<file path="src/rtl/alu_serial_ctrl_pkg.sv">
// Shared definitions for the serial 1-bit ALU slice controller.
//   ALUOP_*           4-bit {Ainvert, Bnegate, op[1:0]} encodings understood by the slice
//   OP_FIELD_ILLEGAL  op[1:0] value that is rejected without driving the slice
//   OP_FIELD_ADD      op[1:0] value for which carry/overflow flags are meaningful
//   state_t           controller state encoding
package alu_defs;

  localparam logic [3:0] ALUOP_AND = 4'b0000;
  localparam logic [3:0] ALUOP_OR  = 4'b0001;
  localparam logic [3:0] ALUOP_ADD = 4'b0010;
  localparam logic [3:0] ALUOP_SUB = 4'b0110;
  localparam logic [3:0] ALUOP_NOR = 4'b1100;

  localparam logic [1:0] OP_FIELD_ILLEGAL = 2'b11;
  localparam logic [1:0] OP_FIELD_ADD     = 2'b10;

  typedef enum logic [1:0] {
    IDLE = 2'd0,
    RUN  = 2'd1,
    DONE = 2'd2
  } state_t;

endpackage

</file>
<file path="src/rtl/alu_serial_ctrl_if.sv">
// Request/response bundle between the decode stage and the serial ALU controller.
//   req_valid/req_ready  request handshake; req_a, req_b, req_aluop carried with it
//   rsp_valid/rsp_ready  response handshake; rsp_result, rsp_zero, rsp_carry,
//                        rsp_overflow, rsp_err carried with it
// master = request issuer / response consumer, slave = the controller.
interface alu_serial_ctrl_if #(
  parameter int WIDTH = 32
);

  logic             req_valid;
  logic             req_ready;
  logic [WIDTH-1:0] req_a;
  logic [WIDTH-1:0] req_b;
  logic [3:0]       req_aluop;

  logic             rsp_valid;
  logic             rsp_ready;
  logic [WIDTH-1:0] rsp_result;
  logic             rsp_zero;
  logic             rsp_carry;
  logic             rsp_overflow;
  logic             rsp_err;

  modport master (
    output req_valid, req_a, req_b, req_aluop, rsp_ready,
    input  req_ready, rsp_valid, rsp_result, rsp_zero, rsp_carry, rsp_overflow, rsp_err
  );

  modport slave (
    input  req_valid, req_a, req_b, req_aluop, rsp_ready,
    output req_ready, rsp_valid, rsp_result, rsp_zero, rsp_carry, rsp_overflow, rsp_err
  );

endinterface

</file>
<file path="src/rtl/alu_serial_ctrl.sv">
// Serial ALU controller: accepts a WIDTH-bit request and walks an external 1-bit ALU
// slice LSB-first, one bit per cycle, registering the slice carry between bits and
// assembling the result word. Returns result plus zero/carry/overflow/err flags.
// Ports:
//   clk, reset          rising-edge clock, synchronous active-high reset
//   bus (slave)         request/response handshake bundle
//   slice_a, slice_b    operand bits to the slice (0 outside RUN)
//   slice_carryin       carry into the slice (0 outside RUN)
//   slice_aluop         ALUop to the slice (0 outside RUN)
//   slice_result        result bit from the slice
//   slice_carryout      carry out of the slice
module alu_serial_ctrl
  import alu_defs::*;
#(
  parameter int WIDTH = 32
) (
  input  logic                 clk,
  input  logic                 reset,
  alu_serial_ctrl_if.slave     bus,
  output logic                 slice_a,
  output logic                 slice_b,
  output logic                 slice_carryin,
  output logic [3:0]           slice_aluop,
  input  logic                 slice_result,
  input  logic                 slice_carryout
);

  localparam int CNT_W = $clog2(WIDTH);

  state_t             state;
  logic [CNT_W-1:0]   cnt;
  logic               req_ready_q;
  logic               rsp_valid_q;

  logic [WIDTH-1:0]   a_q;
  logic [WIDTH-1:0]   b_q;
  logic [WIDTH-1:0]   result_q;
  logic [3:0]         aluop_q;
  logic               carry_q;
  logic               cin_msb;

  logic               run;
  logic               last;
  logic               accept;
  logic               is_add;

  assign run    = (state == RUN);
  assign last   = (cnt == CNT_W'(WIDTH - 1));
  // req_ready is high exactly in IDLE, so the handshake reduces to state + valid.
  assign accept = (state == IDLE) && bus.req_valid;
  assign is_add = (aluop_q[1:0] == OP_FIELD_ADD);

  // Control: state, bit counter and handshake outputs.
  always_ff @(posedge clk) begin
    if (reset) begin
      state       <= IDLE;
      cnt         <= '0;
      req_ready_q <= 1'b1;
      rsp_valid_q <= 1'b0;
    end else begin
      case (state)
        IDLE: begin
          if (bus.req_valid) begin
            cnt         <= '0;
            req_ready_q <= 1'b0;
            if (bus.req_aluop[1:0] == OP_FIELD_ILLEGAL) begin
              state       <= DONE;
              rsp_valid_q <= 1'b1;
            end else begin
              state <= RUN;
            end
          end
        end
        RUN: begin
          cnt <= cnt + 1'b1;
          if (last) begin
            cnt         <= '0;
            state       <= DONE;
            rsp_valid_q <= 1'b1;
          end
        end
        DONE: begin
          if (bus.rsp_ready) begin
            state       <= IDLE;
            rsp_valid_q <= 1'b0;
            req_ready_q <= 1'b1;
          end
        end
        default: begin
          state       <= IDLE;
          cnt         <= '0;
          req_ready_q <= 1'b1;
          rsp_valid_q <= 1'b0;
        end
      endcase
    end
  end

  // Datapath: operands latched on accept, result/carry collected while running.
  // A reset mid-run leaves stale bits here; they are never visible because the
  // outputs are gated by rsp_valid and the next accept clears result_q.
  always_ff @(posedge clk) begin
    if (accept) begin
      a_q      <= bus.req_a;
      b_q      <= bus.req_b;
      aluop_q  <= bus.req_aluop;
      result_q <= '0;
    end else if (run) begin
      result_q[cnt] <= slice_result;
      carry_q       <= slice_carryout;
      if (last) begin
        cin_msb <= slice_carryin;
      end
    end
  end

  // Bit 0 takes Bnegate as carry-in so that SUB forms A + ~B + 1.
  assign slice_a       = run & a_q[cnt];
  assign slice_b       = run & b_q[cnt];
  assign slice_carryin = run & ((cnt == '0) ? aluop_q[2] : carry_q);
  assign slice_aluop   = run ? aluop_q : 4'b0000;

  assign bus.req_ready    = req_ready_q;
  assign bus.rsp_valid    = rsp_valid_q;
  assign bus.rsp_result   = rsp_valid_q ? result_q : '0;
  assign bus.rsp_zero     = rsp_valid_q & ~|result_q;
  assign bus.rsp_carry    = rsp_valid_q & is_add & carry_q;
  // Signed overflow: carry into the MSB differs from carry out of it.
  assign bus.rsp_overflow = rsp_valid_q & is_add & (cin_msb ^ carry_q);
  assign bus.rsp_err      = rsp_valid_q & (aluop_q[1:0] == OP_FIELD_ILLEGAL);

endmodule

</file>
<file path="src/flat_wrapper.sv">
// flat-port wrapper written by rule: the top's interface ports become plain ports
module alu_serial_ctrl_flat import alu_defs::*;
#(
  parameter int WIDTH = 32
)
  (clk, reset, slice_a, slice_b, slice_carryin, slice_aluop, slice_result, slice_carryout, bus_req_valid, bus_req_a, bus_req_b, bus_req_aluop, bus_rsp_ready, bus_req_ready, bus_rsp_valid, bus_rsp_result, bus_rsp_zero, bus_rsp_carry, bus_rsp_overflow, bus_rsp_err);
  alu_serial_ctrl_if #(.WIDTH(WIDTH)) bus_i ();
  input  logic clk;
  input  logic reset;
  output logic slice_a;
  output logic slice_b;
  output logic slice_carryin;
  output logic [3:0] slice_aluop;
  input  logic slice_result;
  input  logic slice_carryout;
  input wire logic [$bits(bus_i.req_valid)-1:0] bus_req_valid;
  input wire logic [$bits(bus_i.req_a)-1:0] bus_req_a;
  input wire logic [$bits(bus_i.req_b)-1:0] bus_req_b;
  input wire logic [$bits(bus_i.req_aluop)-1:0] bus_req_aluop;
  input wire logic [$bits(bus_i.rsp_ready)-1:0] bus_rsp_ready;
  output wire logic [$bits(bus_i.req_ready)-1:0] bus_req_ready;
  output wire logic [$bits(bus_i.rsp_valid)-1:0] bus_rsp_valid;
  output wire logic [$bits(bus_i.rsp_result)-1:0] bus_rsp_result;
  output wire logic [$bits(bus_i.rsp_zero)-1:0] bus_rsp_zero;
  output wire logic [$bits(bus_i.rsp_carry)-1:0] bus_rsp_carry;
  output wire logic [$bits(bus_i.rsp_overflow)-1:0] bus_rsp_overflow;
  output wire logic [$bits(bus_i.rsp_err)-1:0] bus_rsp_err;
  assign bus_i.req_valid = bus_req_valid;
  assign bus_i.req_a = bus_req_a;
  assign bus_i.req_b = bus_req_b;
  assign bus_i.req_aluop = bus_req_aluop;
  assign bus_i.rsp_ready = bus_rsp_ready;
  assign bus_req_ready = bus_i.req_ready;
  assign bus_rsp_valid = bus_i.rsp_valid;
  assign bus_rsp_result = bus_i.rsp_result;
  assign bus_rsp_zero = bus_i.rsp_zero;
  assign bus_rsp_carry = bus_i.rsp_carry;
  assign bus_rsp_overflow = bus_i.rsp_overflow;
  assign bus_rsp_err = bus_i.rsp_err;
  alu_serial_ctrl #(.WIDTH(WIDTH)) u_core (.clk(clk), .reset(reset), .bus(bus_i), .slice_a(slice_a), .slice_b(slice_b), .slice_carryin(slice_carryin), .slice_aluop(slice_aluop), .slice_result(slice_result), .slice_carryout(slice_carryout));
endmodule
</file>
<file path="config.mk">
export PLATFORM = sky130hd
export DESIGN_NAME = alu_serial_ctrl_flat
export DESIGN_NICKNAME = d
export VERILOG_FILES = /design/src/rtl/alu_serial_ctrl_pkg.sv /design/src/rtl/alu_serial_ctrl_if.sv /design/src/rtl/alu_serial_ctrl.sv /design/src/flat_wrapper.sv
export SDC_FILE = /design/constraint.sdc
export NUM_CORES = 1
export LEC_CHECK = 0
export CORE_ASPECT_RATIO = 0.5
export CORE_MARGIN = 5
export CORE_UTILIZATION = 45
export DETAILED_ROUTE_END_ITERATION = 12
export GPL_ROUTABILITY_DRIVEN = 0
export GPL_TIMING_DRIVEN = 0
export PLACE_DENSITY = 0.76
export SYNTH_ARGS = -nofsm -noshare
export SYNTH_HDL_FRONTEND = slang
export SYNTH_SLANG_ARGS = --single-unit
</file>
<file path="constraint.sdc">
create_clock -name clk -period 4.18 [get_ports clk]
set_clock_uncertainty 0.05 [all_clocks]
set_input_delay 0.836 -clock clk [delete_from_list [all_inputs] [get_ports clk]]
set_output_delay 0.836 -clock clk [all_outputs]
set_load 0.01 [all_outputs]
</file>
==> impl_metrics.py, run 1 <==
metrics = {
    "sta": {
        "fmax_mhz": 274.1,
        "finalSetupViolCount": 0,
        "hold_viol_final": 0,
        "period_needed_ns": 3.648,
        "worstMarginPinSlew_ns": 1.055,
        "finalCritPeriodShare_pct": 87.28,
        "rsz0062_at_grt": "false",
        "final.setup.worst_slack_ns": 0.5317,
        "slew_headroom_pct": 29.53,
        "final_max_slew_viol_count": 0,
    },
    "critical_path": {
        "reg2reg_depth": 5,
        "critical-path-max-stage-delay_ns": 0.88,
        "critPathSlowestCell": "nor3b_1",
        "path_cells": "nor3b_1 -> a22o_1 -> a221oi_2 -> a31oi_1 -> clkdlybuf4s50_1",
        "r2r_end": "u_core.a_q[0]$_DFFE_PP_",
        "crit_buf_inv": 1,
        "cp.required_ns": 3.29,
        "reg2reg_slack_ns": 1.95,
        "path_max_fanout": 9,
        "critPathTopFamily": "simple AND/OR/NAND/NOR gates",
        "cp-start-kind": "flip-flop",
        "end_kind": "primary output",
        "setup.worst_path.class": "flip-flop to primary output",
        "crit_arrival_ns": 2.76,
        "reg2reg_from": "u_core.state[0]$_SDFFE_PP0P_",
    },
    "floorplan": {
        "core_area_um2": 10340,
        "design.portCount": 119,
        "die_h_um": 83.38,
        "die-area_um2": 13070,
        "start_util_pct": 46.84,
        "die_w_um": 156.8,
        "num_rows": 26,
    },
    "layout": {
        "drive_gt1_share_pct": 7.664,
        "fin_nets": 622,
        "antenna_cells": 0,
        "fillers": 856,
        "stdcell_area_um2": 6491,
        "post-route-util_pct": 62.75,
        "syn_to_final_growth_pct": 33.95,
    },
    "worst_hold_path": {
        "holdPathEnd": "u_core.bus.req_ready$_SDFFE_PP1P_",
        "hp-class": "flip-flop to flip-flop",
        "whs_path_depth": 2,
        "min_from": "u_core.bus.req_ready$_SDFFE_PP1P_",
    },
    "job": {
        "maxCapViolCount": 0,
    },
    "global_route": {
        "grt_pass1_wl_um": 19210,
        "antenna_found_initial": 0,
        "grt_util_all_layers_pct": 18.61,
        "grt_overflow_total": 0,
        "grt_max_degree": 43,
        "grt_pass1_vias": 3650,
    },
    "clock_network": {
        "cts_setup_buffers": 0,
        "clock_latency_ns": 0.35,
        "cts_buffer_depth": 2,
        "clock-root-buffer": "clkbuf_16",
        "clock-sinks": 111,
        "clkTransAtPathRegs_ns": 0.07,
        "cts_resized": 0,
        "cts_hold_buf": 0,
        "cts_tree": "yes",
        "cts_buffers": 9,
        "h-tree-depth": 3,
    },
    "logic_synthesis": {
        "synth_area_leader_cell": "edfxtp_1",
        "yosysSeqAreaShare_pct": 60.32,
        "syn_inst": 414,
        "ys_warn_count": 0,
        "synthArstFlopShare_pct": 0,
        "synth_ff_type": "edfxtp_1",
        "synth_area_um2": 4846,
        "synth-edff-count": 70,
        "yosys.area.top_type_share_pct": 43.38,
        "yosys.cell_types.count": 43,
        "synthTopCellsByArea": "edfxtp_1 43%, dfxtp_1 17%, and2_1 5.3%, o21ai_0 4.4%, a21oi_1 3.9%",
        "synth_area_per_cell_um2": 11.71,
        "yosys_register_bits": 111,
        "syn_nets": 493,
    },
    "route": {
        "wirelength_um": 11820,
        "drt-initial-drc-count": 231,
        "ant_nets": 0,
        "first_pass_iters": 4,
        "drcViolationCount": 0,
        "wire_per_inst_um": 17.18,
        "via_per_inst": 5.392,
        "vias": 3710,
    },
    "power": {
        "p_per_area_nw_per_um2": 351.0,
        "p_leak_nw": 2.200,
        "irDropWorstVdd_uv": 205.6,
    },
    "place": {
        "place_ws_ns": 0.9315,
        "place_area_um2": 6216,
        "place_hpwl_um": 8597,
        "io_buffers": 117,
    },
    "outcome": {
        "status": "finished, final reports clean",
    },
}
-- cells by family (layout without fill, tap and decap cells) --
| kind of cell | Yosys count | count (layout) | synth area share, % |
|---|---|---|---|
| flops | 111 | 111 | 60.32 |
| simple gates | 138 | 138 | 16.14 |
| fa+ha+maj | 5 | 5 | 1.291 |
| xor+xnor | 1 | 1 | 0.1808 |
| buf+inv | 34 | 168 | 3.176 |
| compound gates | 101 | 101 | 11.57 |
| mux | 24 | 24 | 7.333 |
-- state kept, by name (all words and copies together), names as in the netlist --
| register | count |
|---|---|
| u_core.b_q | 32 |
| u_core.state | 2 |
| u_core.result_q | 32 |
| u_core.cnt | 5 |
| u_core.a_q | 32 |
| u_core.carry_q | 1 |
| u_core.aluop_q | 4 |
| u_core.cin_msb | 1 |
| u_core.bus.rsp_valid | 1 |
| u_core.bus.req_ready | 1 |
-- synth_stat cells (2+ instances only) --
library cell,n
a21oi_1,38
a221oi_2,2
a22o_1,2
a22oi_1,2
a31oi_1,2
and2_1,41
and3_1,3
and3b_1,2
buf_2,14
clkbuf_1,14
dfxtp_1,41
edfxtp_1,70
ha_1,5
inv_1,3
mux2i_1,16
mux4_1,4
mux4_2,4
nand2_1,13
nand2b_1,3
nand3_1,35
nand3b_1,3
nand4_1,2
nor2_1,11
nor3_1,5
nor3b_1,5
nor4_1,6
o21a_1,3
o21ai_0,43
o21ai_1,2
o22ai_1,4
o31ai_1,2
or3_1,2
or3b_1,2
-- metrics by stage --
step / power [mW] / hold slack (ns) / TNS, ns / std cells
after floorplan: 1.382 / 0.4072 / 0 / 414
after global placement: 1.502 / 0.4131 / -67.45 / 671
after detailed placement: 1.508 / 0.4180 / 0 / 672
after CTS: 2.301 / 0.4310 / 0 / 688
after global routing: 2.371 / 0.4491 / 0 / 688
final: 2.278 / 0.4294 / 0 / 688
-- worst reg2reg max path, cell delays in order, from the launching register on --
cell and delay (ns):
dfxtp_1 0.30, buf_2 0.16, nand2b_1 0.16, nor2_1 0.37, clkbuf_4 0.57, buf_12 0.30
-- cells in the final DEF, fill, tap and decap left out, types with 3 or more instances in the layout --
cell type	Yosys	routed
nand2_1	13	13
clkbuf_1	14	14
nand3b_1	3	3
mux4_1	4	4
inv_1	3	3
o21a_1	3	3
clkdlybuf4s50_1	0	117
nor3b_1	5	5
dfxtp_1	41	41
mux2i_1	16	16
edfxtp_1	70	70
nor3_1	5	5
clkbuf_16	0	9
ha_1	5	5
and3_1	3	3
a21oi_1	38	38
o22ai_1	4	4
nor2_1	11	11
and2_1	41	41
nand2b_1	3	3
buf_2	14	14
nand3_1	35	35
nor4_1	6	6
mux4_2	4	4
o21ai_0	43	43
-- power by group --
group,leakage [nW],internal [mW],switching [mW]
clock,0.125,0.407,0.390
combinational,1.07,0.120,0.113
sequential,1.00,1.23,0.0168
total,2.20,1.76,0.520
-- layout make-up --
class,instances,area [µm²],share of cell area (%)
inverters,3,11.26,0.1735
clock buffers,10,229.0,3.527
multi-input cells,269,1769,27.26
well taps,140,175.2,2.699
flip-flops and latches,111,2923,45.03
repair buffers,118,1191,18.35
clock inverters,6,46.29,0.7132
plain buffers,31,146.4,2.255
-- worst max path at each step --
stage | from | end | cells past startpoint
after floorplan | bus_req_valid | u_core.a_q[0]$_DFFE_PP_ | 3
after global placement | bus_req_valid | u_core.a_q[4]$_DFFE_PP_ | 4
after detailed placement | u_core.cnt[3]$_SDFFE_PP0P_ | slice_a | 5
after CTS | u_core.cnt[3]$_SDFFE_PP0P_ | slice_a | 5
after global routing | u_core.cnt[3]$_SDFFE_PP0P_ | slice_b | 5
final | u_core.cnt[3]$_SDFFE_PP0P_ | slice_b | 5
-- routing by layer --
metal | part of all wire (%) | wire length, µm | GRT usage, % | vias to the layer above
li1 | - | - | - | 1797
met1 | 45 | 5312 | 26.04 | 1765
met2 | 46 | 5451 | 28.85 | 135
met3 | 7.6 | 898 | 4.673 | 13
met4 | 1.3 | 156 | 5.039 | 0
met5 | 0 | 0 | 0 | -
Power figures use the tool's default switching activity.
==> run 2, diff against run 1 <==
ABC_AREA = 1   (was default)
CORE_ASPECT_RATIO = 0.9   (was 0.5)
PLACE_DENSITY = 0.75   (was 0.76)
==> run 2 against run 1 <==
Net effect: routed wire length rose by 12%; synthesized cell count rose by 52%; global-route usage barely moved; setup slack improved by 0.0069 ns; critical path depth rose by 6; largest cell class unchanged; via count rose by 24%; cell count rose by 34%; register-to-register slack improved by 0.10 ns; sequential cell count did not move; core utilization fell by 1.4 points.
==> impl_metrics.py, run 2 <==
metrics = {
    "outcome": {
        "status": "finished, final reports clean",
    },
    "power": {
        "switching_share_pct": 25.23,
        "clock_power_share_pct": 35.1,
        "irDropWorstVdd_uv": 311.6,
        "p_seq_share_pct": 47.4,
        "net-switching-power_uw": 688.2,
        "p_per_area_nw_per_um2": 386.0,
        "internal_power_mw": 2.040,
        "p_leak_nw": 3.069,
        "p_comb_share_pct": 17.5,
    },
    "logic_synthesis": {
        "syn_inst": 630,
        "synthArstFlopShare_pct": 0,
        "synth_area_leader_cell": "edfxtp_1",
        "ys_warn_count": 0,
        "synth_area_um2": 5350,
        "synth_area_per_cell_um2": 8.492,
        "yosysSeqAreaShare_pct": 54.63,
        "ys_top_cells_by_count": "206 x nand2_1, 97 x inv_1, 70 x edfxtp_1, 57 x nand3_1, 41 x dfxtp_1",
        "synth_ff_type": "edfxtp_1",
        "syn_nets": 709,
        "synth-edff-count": 70,
        "yosys.cell_types.count": 34,
        "synthTopCellsByArea": "edfxtp_1 39%, dfxtp_1 15%, nand2_1 14%, inv_1 6.8%, nand3_1 5.3%",
        "synth.most_common_cell": "nand2_1",
        "yosys_register_bits": 111,
        "yosys.area.top_type_share_pct": 39.29,
    },
    "sta": {
        "worstMarginPinSlew_ns": 0.9308,
        "finalSetupViolCount": 0,
        "hold_viol_final": 0,
        "finalCritPeriodShare_pct": 87.12,
        "slew_headroom_pct": 37.95,
        "final_max_slew_viol_count": 0,
        "setup_tns_ns": 0,
        "rsz0062_at_grt": "false",
        "period_needed_ns": 3.641,
        "hold_slack_ns": 0.4314,
        "fmax_mhz": 274.6,
    },
    "route": {
        "ant_nets": 0,
        "drt-initial-drc-count": 373,
        "wirelength_um": 13240,
        "vias": 4599,
        "first_pass_iters": 5,
        "drcViolationCount": 0,
        "wire_per_inst_um": 14.40,
        "via_per_inst": 4.999,
    },
    "floorplan": {
        "num_rows": 37,
        "die_h_um": 113.4,
        "die-area_um2": 14170,
        "die_w_um": 124.9,
        "core_area_um2": 11530,
        "design.portCount": 119,
        "start_util_pct": 46.41,
    },
    "critical_path": {
        "cp_common_cell": "inv_2",
        "reg2reg_from": "u_core.state[1]$_SDFFE_PP0P_",
        "critical-path-max-stage-delay_ns": 0.59,
        "path_max_fanout": 11,
        "critPathSlowestCell": "clkdlybuf4s50_1",
        "reg2reg_depth": 4,
        "path_cells": "buf_2 -> inv_2 -> buf_6 -> ha_1 -> inv_1 -> nor2_8 -> nand2_2 -> inv_2 -> a21oi_1 -> a31oi_1 -> clkdlybuf4s50_1",
        "end_kind": "primary output",
        "r2r_end": "u_core.a_q[9]$_DFFE_PP_",
        "reg2reg_slack_ns": 2.05,
        "crit_arrival_ns": 2.76,
        "cp.required_ns": 3.29,
        "setup.worst_path.class": "flip-flop to primary output",
        "cp-start-kind": "flip-flop",
    },
    "global_route": {
        "grt_overflow_total": 0,
        "grt_pass1_vias": 4602,
        "grt_util_all_layers_pct": 18.59,
        "grt_pass1_wl_um": 21460,
        "grt_max_degree": 78,
        "antenna_found_initial": 0,
    },
    "clock_network": {
        "cts_resized": 0,
        "cts_tree": "yes",
        "cts_setup_buffers": 0,
        "cts_buffers": 9,
        "clock-root-buffer": "clkbuf_16",
        "clkTransAtPathRegs_ns": 0.07,
        "h-tree-depth": 3,
        "cts_hold_buf": 0,
        "cts_buffer_depth": 2,
        "clock_latency_ns": 0.35,
        "clock-sinks": 111,
    },
    "place": {
        "place_hpwl_um": 9797,
        "io_buffers": 118,
    },
    "layout": {
        "final_common_cell": "nand2_1",
        "drive_gt1_share_pct": 8.770,
        "top_regs": "u_core.a_q (32), u_core.b_q (32), u_core.result_q (32)",
        "fin_nets": 838,
        "syn_to_final_growth_pct": 32.09,
        "final_cell_mix": "206 x nand2_1, 118 x clkdlybuf4s50_1, 97 x inv_1",
        "antenna_cells": 0,
    },
    "worst_hold_path": {
        "holdPathEnd": "u_core.result_q[5]$_SDFFE_PP0P_",
        "whs_path_depth": 2,
        "min_from": "u_core.result_q[5]$_SDFFE_PP0P_",
        "hp-class": "flip-flop to flip-flop",
    },
    "job": {
        "maxCapViolCount": 0,
    },
}
run 2: cell types whose count changed in the layout (fill, tap and decap cells not counted), moves of 15 or more:
cell     previous run  this run
and2_1             41         0
nand2_1            13       206
nand3_1            35        57
o21ai_0            43        14
inv_1               3        97
mux2i_1            16         0
nor2_1             11        26
run 2: final cells by class:
cell class,instances,area (µm²)
fill,938,4461
sequential,111,2923
multi-input combinational,385,1823
timing repair buffer,118,1181
inverter,106,407.9
clock buffer,10,229.0
buffer,28,198.9
tap,156,195.2
clock inverter,6,108.9
run 2: logic make-up after synthesis:
family	Yosys count	synth area share (%)
simple gates	319	26.68
fa+ha+maj	5	1.169
xor+xnor	1	0.1637
compound gates	60	6.057
buf+inv	134	11.30
flops	111	54.63
run 2: per-stage QoR:
step	utilization, %	setup slack, ns	cell area (µm²)	total power, mW	cells
5_1_grt	61.30	0.3891	7067	2.849	920
4_1_cts	61.30	0.5485	7067	2.748	920
2_1_floorplan	-	1.668	5350	1.601	630
3_5_place_dp	58.37	0.9339	6729	1.796	904
3_3_place_gp	58.35	0.7091	6726	1.780	904
6_report	61.30	0.5386	7067	2.728	920
run 2: power groups by stage:
stage / clock [mW] / combinational, mW / sequential (mW)
floorplan: 0 / 0.288 / 1.31
global placement: 0 / 0.463 / 1.32
detailed placement: 0 / 0.477 / 1.32
CTS: 0.975 / 0.479 / 1.29
global route: 1.02 / 0.528 / 1.30
finish: 0.957 / 0.477 / 1.29
run 2: layer usage:
metal	GRT usage [%]	routed length (µm)	vias up
met2	32.42	6489	177
met3	4.494	977	19
met4	5.564	192	0
met1	23.13	5585	2150
met5	0	0	-
li1	-	-	2253
run 2: how the worst max path moves through the flow:
stage | from | end | slack, ns | depth (start not counted)
floorplan | bus_req_valid | u_core.a_q[0]$_DFFE_PP_ | 1.67 | 3
global placement | bus_req_valid | u_core.b_q[15]$_DFFE_PP_ | 0.71 | 4
detailed placement | u_core.cnt[1]$_SDFFE_PP0P_ | slice_carryin | 0.93 | 11
CTS | u_core.cnt[1]$_SDFFE_PP0P_ | slice_carryin | 0.55 | 11
global route | u_core.cnt[1]$_SDFFE_PP0P_ | slice_carryin | 0.39 | 11
finish | u_core.cnt[1]$_SDFFE_PP0P_ | slice_carryin | 0.54 | 11
run 2: worst max-delay path, delay by kind of cell, from the launching register on:
family | cells | cell delay [ns]
compound gates | 2 | 0.28
buf+inv | 6 | 1.35
flops | 1 | 0.34
simple gates | 2 | 0.24
fa+ha+maj | 1 | 0.18
==> run 3, diff against run 2 <==
PLACE_DENSITY = 0.77   (was 0.75)
SETUP_SLACK_MARGIN = 0.02   (was default)
clock period = 3 ns   (was 4.18 ns; I/O delays follow)
==> run 3 against run 2 <==
Net effect: global-route usage barely moved; clock power rose by 16%; sequential cell count did not move; sequential share of layout area rose by 0.27 points; total power rose by 31%; hold slack improved by 0.0041 ns; register-to-register slack got worse by 1.2 ns; die area did not move.
==> impl_metrics.py, run 3 (same netlist as run 2, synthesis figures left out) <==
metrics = {
    "outcome": {
        "status": "finished, final reports clean",
    },
    "global_route": {
        "grt_max_degree": 78,
        "grt_pass1_vias": 4467,
        "antenna_found_initial": 0,
        "grt_overflow_total": 0,
        "grt_util_all_layers_pct": 18.60,
        "grt_pass1_wl_um": 21420,
    },
    "route": {
        "wire_per_inst_um": 14.43,
        "first_pass_iters": 6,
        "drcViolationCount": 0,
        "vias": 4539,
        "via_per_inst": 4.934,
        "drt-initial-drc-count": 453,
        "ant_nets": 0,
        "wirelength_um": 13280,
    },
    "layout": {
        "multi_input_area_um2": 1826,
        "regArea_um2": 2923,
        "fillers": 964,
        "post-route-util_pct": 60.90,
        "drive_gt1_share_pct": 9.031,
        "antenna_cells": 0,
        "fin_nets": 838,
        "final_cells": 920,
        "final_cell_mix": "206 x nand2_1, 115 x clkdlybuf4s50_1, 97 x inv_1",
        "syn_to_final_growth_pct": 31.22,
        "top_regs": "u_core.a_q (32), u_core.b_q (32), u_core.result_q (32)",
        "final_common_cell": "nand2_1",
    },
    "clock_network": {
        "clock-root-buffer": "clkbuf_16",
        "cts_tree": "yes",
        "clkTransAtPathRegs_ns": 0.07,
        "clock-sinks": 111,
        "clock_latency_ns": 0.35,
        "h-tree-depth": 3,
        "cts_buffers": 9,
        "cts_buffer_depth": 2,
        "cts_hold_buf": 0,
    },
    "sta": {
        "fmax_mhz": 357.1,
        "period_needed_ns": 2.800,
        "final_max_slew_viol_count": 0,
        "slew_headroom_pct": 36.71,
        "rsz0062_at_grt": "false",
        "worstMarginPinSlew_ns": 0.9494,
        "finalSetupViolCount": 0,
        "hold_slack_ns": 0.4354,
        "hold_viol_final": 0,
        "finalCritPeriodShare_pct": 93.33,
    },
    "critical_path": {
        "setup.worst_path.class": "flip-flop to primary output",
        "cp.required_ns": 2.35,
        "end_kind": "primary output",
        "critPathSlowestCell": "dfxtp_1",
        "cp-start-kind": "flip-flop",
        "cp_common_cell": "buf_2",
        "critPathTopFamily": "buffers and inverters",
        "path_max_fanout": 11,
        "critical-path-max-stage-delay_ns": 0.33,
        "crit_buf_inv": 6,
        "crit_arrival_ns": 2.15,
        "path_cells": "buf_2 -> clkinv_4 -> buf_6 -> ha_2 -> inv_1 -> nor2_8 -> nand2_2 -> inv_2 -> a21oi_1 -> a31oi_1 -> buf_2",
    },
    "power": {
        "p_per_area_nw_per_um2": 510.1,
        "irDropWorstVdd_uv": 346.6,
        "p_leak_nw": 3.068,
        "p_total_mw": 3.581,
    },
    "floorplan": {
        "num_rows": 37,
        "die-area_um2": 14170,
        "die_w_um": 124.9,
        "design.portCount": 119,
        "die_h_um": 113.4,
        "core_area_um2": 11530,
        "start_util_pct": 46.41,
    },
    "place": {
        "place_inst": 904,
        "place_hpwl_um": 9752,
        "io_buffers": 118,
    },
    "worst_hold_path": {
        "hp-class": "flip-flop to flip-flop",
    },
    "job": {
        "maxCapViolCount": 0,
    },
}
==> run 3: worst paths after layout <==
check / startpoint / endpoint / slack [ns] / cells after the start
min: u_core.result_q[16]$_SDFFE_PP0P_ / u_core.result_q[16]$_SDFFE_PP0P_ / 0.44 / 2
min reg2reg: u_core.result_q[16]$_SDFFE_PP0P_ / u_core.result_q[16]$_SDFFE_PP0P_ / 0.44 / 2
max: u_core.cnt[1]$_SDFFE_PP0P_ / slice_carryin / 0.20 / 11
max reg2reg: u_core.state[1]$_SDFFE_PP0P_ / u_core.aluop_q[0]$_DFFE_PP_ / 0.84 / 4
==> run 3: layout make-up <==
class / instances / share of cell area, %
clock buffer: 10 / 3.261
multi-input combinational: 385 / 26.00
sequential: 111 / 41.63
inverter: 106 / 5.881
tap: 156 / 2.780
buffer: 27 / 2.905
timing repair buffer: 119 / 16.88
clock inverter: 6 / 0.6594
==> run 3: layer usage <==
layer,GRT usage [%],vias up,wire length (µm)
li1,-,2260,-
met1,23.13,2098,5678
met2,32.02,161,6526
met3,4.682,20,862
met4,6.142,0,213
met5,0,-,0
==> run 3: metrics by stage <==
stage	area [µm²]	setup TNS (ns)	setup WS, ns
after detailed placement	6729	0	0.01285
final	7020	0	0.2000
after global routing	7020	0	0.06242
after global placement	6726	-14.36	-0.2089
after floorplan	5350	0	0.7238
after CTS	7017	0	0.04052
==> run 3: where the power goes <==
group | internal, mW | switching (mW) | leakage, nW
Sequential | 1.76 | 0.0439 | 1.00
Clock | 0.569 | 0.546 | 0.132
Combinational | 0.267 | 0.392 | 1.93
==> run 3: repair_timing <==
action | in CTS | in global routing
setup buffers | 1 | 0
resized for setup | 6 | 7
endpoints found under the setup margin | 2 | 3
==> run 3: worst register-to-register path: stages (launching register included) <==
cell and delay, ns:
dfxtp_1 0.36, inv_2 0.13, nand2_2 0.07, nor2_1 0.32, buf_4 0.80
==> edit 1 (config.mk and constraints of run 1) <==
`WIDTH` is set to 32 in 3 places; all go to 64.
--- a/src/rtl/alu_serial_ctrl_if.sv
+++ b/src/rtl/alu_serial_ctrl_if.sv
@@ -6,3 +6,3 @@
 interface alu_serial_ctrl_if #(
-  parameter int WIDTH = 32
+  parameter int WIDTH = 64
 );
--- a/src/rtl/alu_serial_ctrl.sv
+++ b/src/rtl/alu_serial_ctrl.sv
@@ -14,3 +14,3 @@
 #(
-  parameter int WIDTH = 32
+  parameter int WIDTH = 64
 ) (
--- a/src/flat_wrapper.sv
+++ b/src/flat_wrapper.sv
@@ -3,3 +3,3 @@
 #(
-  parameter int WIDTH = 32
+  parameter int WIDTH = 64
 )
Interface: changed (resized bus_req_a, bus_req_b and bus_rsp_result); port bits go from 119 to 215. No check against the original RTL was run, so the function may have changed too.
==> edit 1 against run 1 <==
- clock power grew 120%
- power increased by 100%
- die area up 78%
- area after synthesis up 87%
- sequential cell count grew 97
- setup slack got worse by 380 ps
- routed wire length up 110%
- cell area rose by 88%
- sequential power is 90% higher
- sequential share of layout area grew 0.19 points
- critical path type unchanged
- critical endpoint unchanged
- largest cell class unchanged
- largest power group unchanged
==> edit 1: results (changes against run 1) <==
* 1 — H-tree Lvls, was 3
* 0.0115 sq mm — placement-stage cell area, was 0.00622 sq mm
* 3140 ps — arrival time at the worst endpoint, was 2760 ps
* 20 — CTS buffer count, was 9
* sky130_fd_sc_hd__edfxtp_1, sky130_fd_sc_hd__dfxtp_1, sky130_fd_sc_hd__mux2i_1, sky130_fd_sc_hd__and2_1, sky130_fd_sc_hd__mux4_1 — main area contributors after synthesis, was sky130_fd_sc_hd__edfxtp_1, sky130_fd_sc_hd__dfxtp_1, sky130_fd_sc_hd__and2_1, sky130_fd_sc_hd__o21ai_0, sky130_fd_sc_hd__a21oi_1
* u_core.result_q[39] — start point of the worst min-delay path, was u_core.bus.req_ready
* sky130_fd_sc_hd__edfxtp_1, sky130_fd_sc_hd__nor2_1, sky130_fd_sc_hd__dfxtp_1 — most frequent cells after synthesis, was sky130_fd_sc_hd__edfxtp_1, sky130_fd_sc_hd__o21ai_0, sky130_fd_sc_hd__and2_1, sky130_fd_sc_hd__dfxtp_1, sky130_fd_sc_hd__a21oi_1
* 456 ps — worst slack on hold paths, was 429 ps
* 0.255 mV — IR drop worst, VDD, was 0.206 mV
* 10 — crit path max fanout, was 9
* 37.7 mm — global-route wire length before repair, was 19.2 mm
* 1.86 mm — met3 WL, was 898 microns
* 5 — first-pass iteration count of the detailed router, was 4
* 4.37 nW — Static Leak, was 2.20 nW
* 1 — antenna violations before repair, was 0
* 628 — number of DRC markers in iteration 0, was 231
* 10.5 mm — Post-Route M1 WL, was 5.31 mm
* 4 — path depth of the worst reg2reg path, was 5
* 0.353 — worst-case headroom to the max-slew limit, was 0.295
* u_core.a_q: 64 flops, u_core.b_q: 64 flops, u_core.result_q: 64 flops — Largest regs, was u_core.a_q: 32 flops, u_core.b_q: 32 flops, u_core.result_q: 32 flops
* u_core.result_q[39] — destination of the worst hold path, was u_core.bus.req_ready
* 1660 ps — register-to-register path setup slack, was 1950 ps
* 0.00277 — adder and majority gate portion of the synthesized area, was 0.0129
* 0.609 — portion of the post-synthesis area used by sequential elements, was 0.603
* sky130_fd_sc_hd__nor3b_2 — Worst path slowest cell, was sky130_fd_sc_hd__nor3b_1
* 500 ps — insertion delay of the later-clocked pin in the worst-skew pair, was 350 ps
* 0.0524 — share of the synthesized area in compound gates (AO/OA/AOI/OAI), was 0.116
* finished, final reports clean — result of the run, unchanged
* u_core.a_q[35] — endpoint of the worst register-to-register path, was u_core.a_q[0]
* 6753 — via count of the first global-routing pass, was 3650
* 57 — Netlist cell types, was 43
* 5.36 — vias per cell, was 5.39
* 11.9 mm — met2 wirelength from detailed routing, was 5.45 mm
* 212 — IO buf count, was 117
* 0.0873 — layout cell share with drive strength beyond 1, was 0.0766
[edit 1: through the flow]
| step | utilization | std cells | setup TNS, ps | worst slack [ps] |
|---|---|---|---|---|
| floorplan | - | 713 | 0 | 478 |
| global placement | 0.587 | 1191 | -112650 | -820 |
| detailed placement | 0.589 | 1192 | 0 | 676 |
| CTS | 0.621 | 1228 | 0 | 190 |
| global route | 0.621 | 1229 | 0 | 55.6 |
| finish | 0.621 | 1229 | 0 | 150 |
[edit 1: final cells by class]
class                           count  area (sq um)
Fill cell                        1560          7420
Sequential cell                   208          5510
Multi-Input combinational cell    449          3240
Timing Repair Buffer              213          2150
Clock buffer                       29           586
Tap cell                          266           333
Buffer                             50           285
Clock inverter                      7          50.0
Inverter                            6          22.5
Antenna cell                        1          2.50
[edit 1: power breakdown]
part	internal, mW	total (mW)	switching (mW)
Clock	0.983	1.73	0.751
Combinational	0.236	0.481	0.245
Sequential	2.35	2.38	0.0368
==> edit 2 (flow settings as in run 1) <==
Made on the original files. Re-encode `state_t` (3 states) as one-hot, 3 bits wide.
--- a/src/rtl/alu_serial_ctrl_pkg.sv
+++ b/src/rtl/alu_serial_ctrl_pkg.sv
@@ -16,6 +16,6 @@
 
-  typedef enum logic [1:0] {
-    IDLE = 2'd0,
-    RUN  = 2'd1,
-    DONE = 2'd2
+  typedef enum logic [2:0] {
+    IDLE = 3'b001,
+    RUN  = 3'b010,
+    DONE = 3'b100
   } state_t;
Check against the original RTL: same outputs for any inputs over 10 cycles, from zero or initial values and one cycle with reset high; not proved beyond that.
==> edit 2 against run 1 <==
- routed wire length fell by 2.2%
- count of clock-buffer cells in the layout up 1
- sequential cell count grew 1
- setup slack better by 69 ps
- cell area up 2.5%
- synthesized cell count decreased by 0.72%
- register-to-register slack lost 30 ps
- area after synthesis increased by 2.3%
- core utilization decreased by 1.6 points
- highest routed layer unchanged
Power is not compared: it rests on default switching activity, and its combinational part moved more than twofold at a synthesized area within 25%.
==> edit 2: results (changes against run 1) <==
* 0.00294 sq mm — sequential cell area, was 0.00292 sq mm
* sky130_fd_sc_hd__edfxtp_1, sky130_fd_sc_hd__dfxtp_1, sky130_fd_sc_hd__and2_1, sky130_fd_sc_hd__mux2i_1, sky130_fd_sc_hd__mux4_1 — main area contributors after synthesis, was sky130_fd_sc_hd__edfxtp_1, sky130_fd_sc_hd__dfxtp_1, sky130_fd_sc_hd__and2_1, sky130_fd_sc_hd__o21ai_0, sky130_fd_sc_hd__a21oi_1
* 0.280 — multi-input logic portion of the cell area, was 0.273
* 0.286 — global routing met2 resource utilization, was 0.288
* 0.442 — register share of the cell area, was 0.450
* 265 — number of multi-input logic gates, was 269
* sky130_fd_sc_hd__nor3b_2 — Worst path slowest cell, was sky130_fd_sc_hd__nor3b_1
* 0.0800 — share of the synthesized area in compound gates (AO/OA/AOI/OAI), was 0.116
* 0.249 — worst-case headroom to the max-slew limit, was 0.295
* 16.7 microns — mean routed wirelength per cell, was 17.2 microns
* 0.244 — met1 track utilization from global routing, was 0.260
* u_core.state[0] — launch instance of the worst register-to-register path, unchanged
* u_core.cnt[4] — start point of the critical path, was u_core.cnt[3]
* u_core.result_q[17] — destination of the worst hold path, was u_core.bus.req_ready
* 10 — crit path max fanout, was 9
* slice_a — last element of the critical path, was slice_b
* 720 ps — highest cell delay on the worst timing path, was 880 ps
* 147 — total of plain and repair buffers excluding clock buffers, was 149
* 5.51 mm — met2 wirelength from detailed routing, was 5.45 mm
* u_core.result_q[17] — start point of the worst min-delay path, was u_core.bus.req_ready
* 0.100 — portion of netlist area occupied by mux cells, was 0.0733
* 5.21 mm — Post-Route M1 WL, was 5.31 mm
* 0.594 — portion of the post-synthesis area used by sequential elements, was 0.603
* 2690 ps — arrival time at the worst endpoint, was 2760 ps
* 0.177 — aggregate global-route resource usage, was 0.186
* 490 — Synthesized Nets, was 493
* buffers and inverters — delay-heaviest family, CP, was simple AND/OR/NAND/NOR gates
* 0.00177 — xor and xnor fraction of the mapped netlist area, was 0.00181
* 5 — number of non-clock inverters, was 3
* 0.0396 — grt met3 use, was 0.0467
* 734 microns — met3 WL, was 898 microns
* 414 ps — worst slack on hold paths, was 429 ps
* 11 — count of clock-net buffers in the final layout, was 10
* 890 — Filler Cell Count, was 856
* 12.1 sq um — post-synthesis average cell area, was 11.7 sq um
* finished, final reports clean — result of the run, unchanged
* 0.0734 — layout cell share with drive strength beyond 1, was 0.0766
* 18.5 mm — global-route wire length before repair, was 19.2 mm
* 8.54 mm — HPWL after DPL, was 8.60 mm
* 3628 — vias post-DR, was 3710
* 0.0126 — adder and majority gate portion of the synthesized area, was 0.0129
* 11.6 mm — WL final, was 11.8 mm
* 44 — pin count of the biggest net entering global routing, was 43
* 619 — Layout Nets, was 622
* 0.0481 — clock tree cell share of total cell area, was 0.0424
edit 2: changes by cell type in the layout (fill, tap and decap cells not counted), moves of 6 or more:
cell	before	now
sky130_fd_sc_hd__o21ai_0	43	16
sky130_fd_sc_hd__nand2_1	13	30
sky130_fd_sc_hd__nor2_1	11	25
sky130_fd_sc_hd__nand3_1	35	23
sky130_fd_sc_hd__a21oi_1	38	28
sky130_fd_sc_hd__buf_2	14	8
edit 2: power groups by stage:
stage          registers (mW)  clock network (mW)  logic [mW]
2_1_floorplan            1.47                   0       0.321
3_3_place_gp             1.50                   0       0.515
3_5_place_dp             1.48                   0       0.545
4_1_cts                  1.46               0.909       0.547
5_1_grt                  1.47               0.957       0.594
6_report                 1.45               0.896       0.542
edit 2: metrics by stage:
stage / std cells / setup slack (ps) / TNS [ps]
after detailed placement: 674 / 1020 / 0
final: 690 / 601 / 0
after global routing: 690 / 446 / 0
after global placement: 673 / -974 / -73360
after CTS: 690 / 638 / 0
after floorplan: 411 / 457 / 0
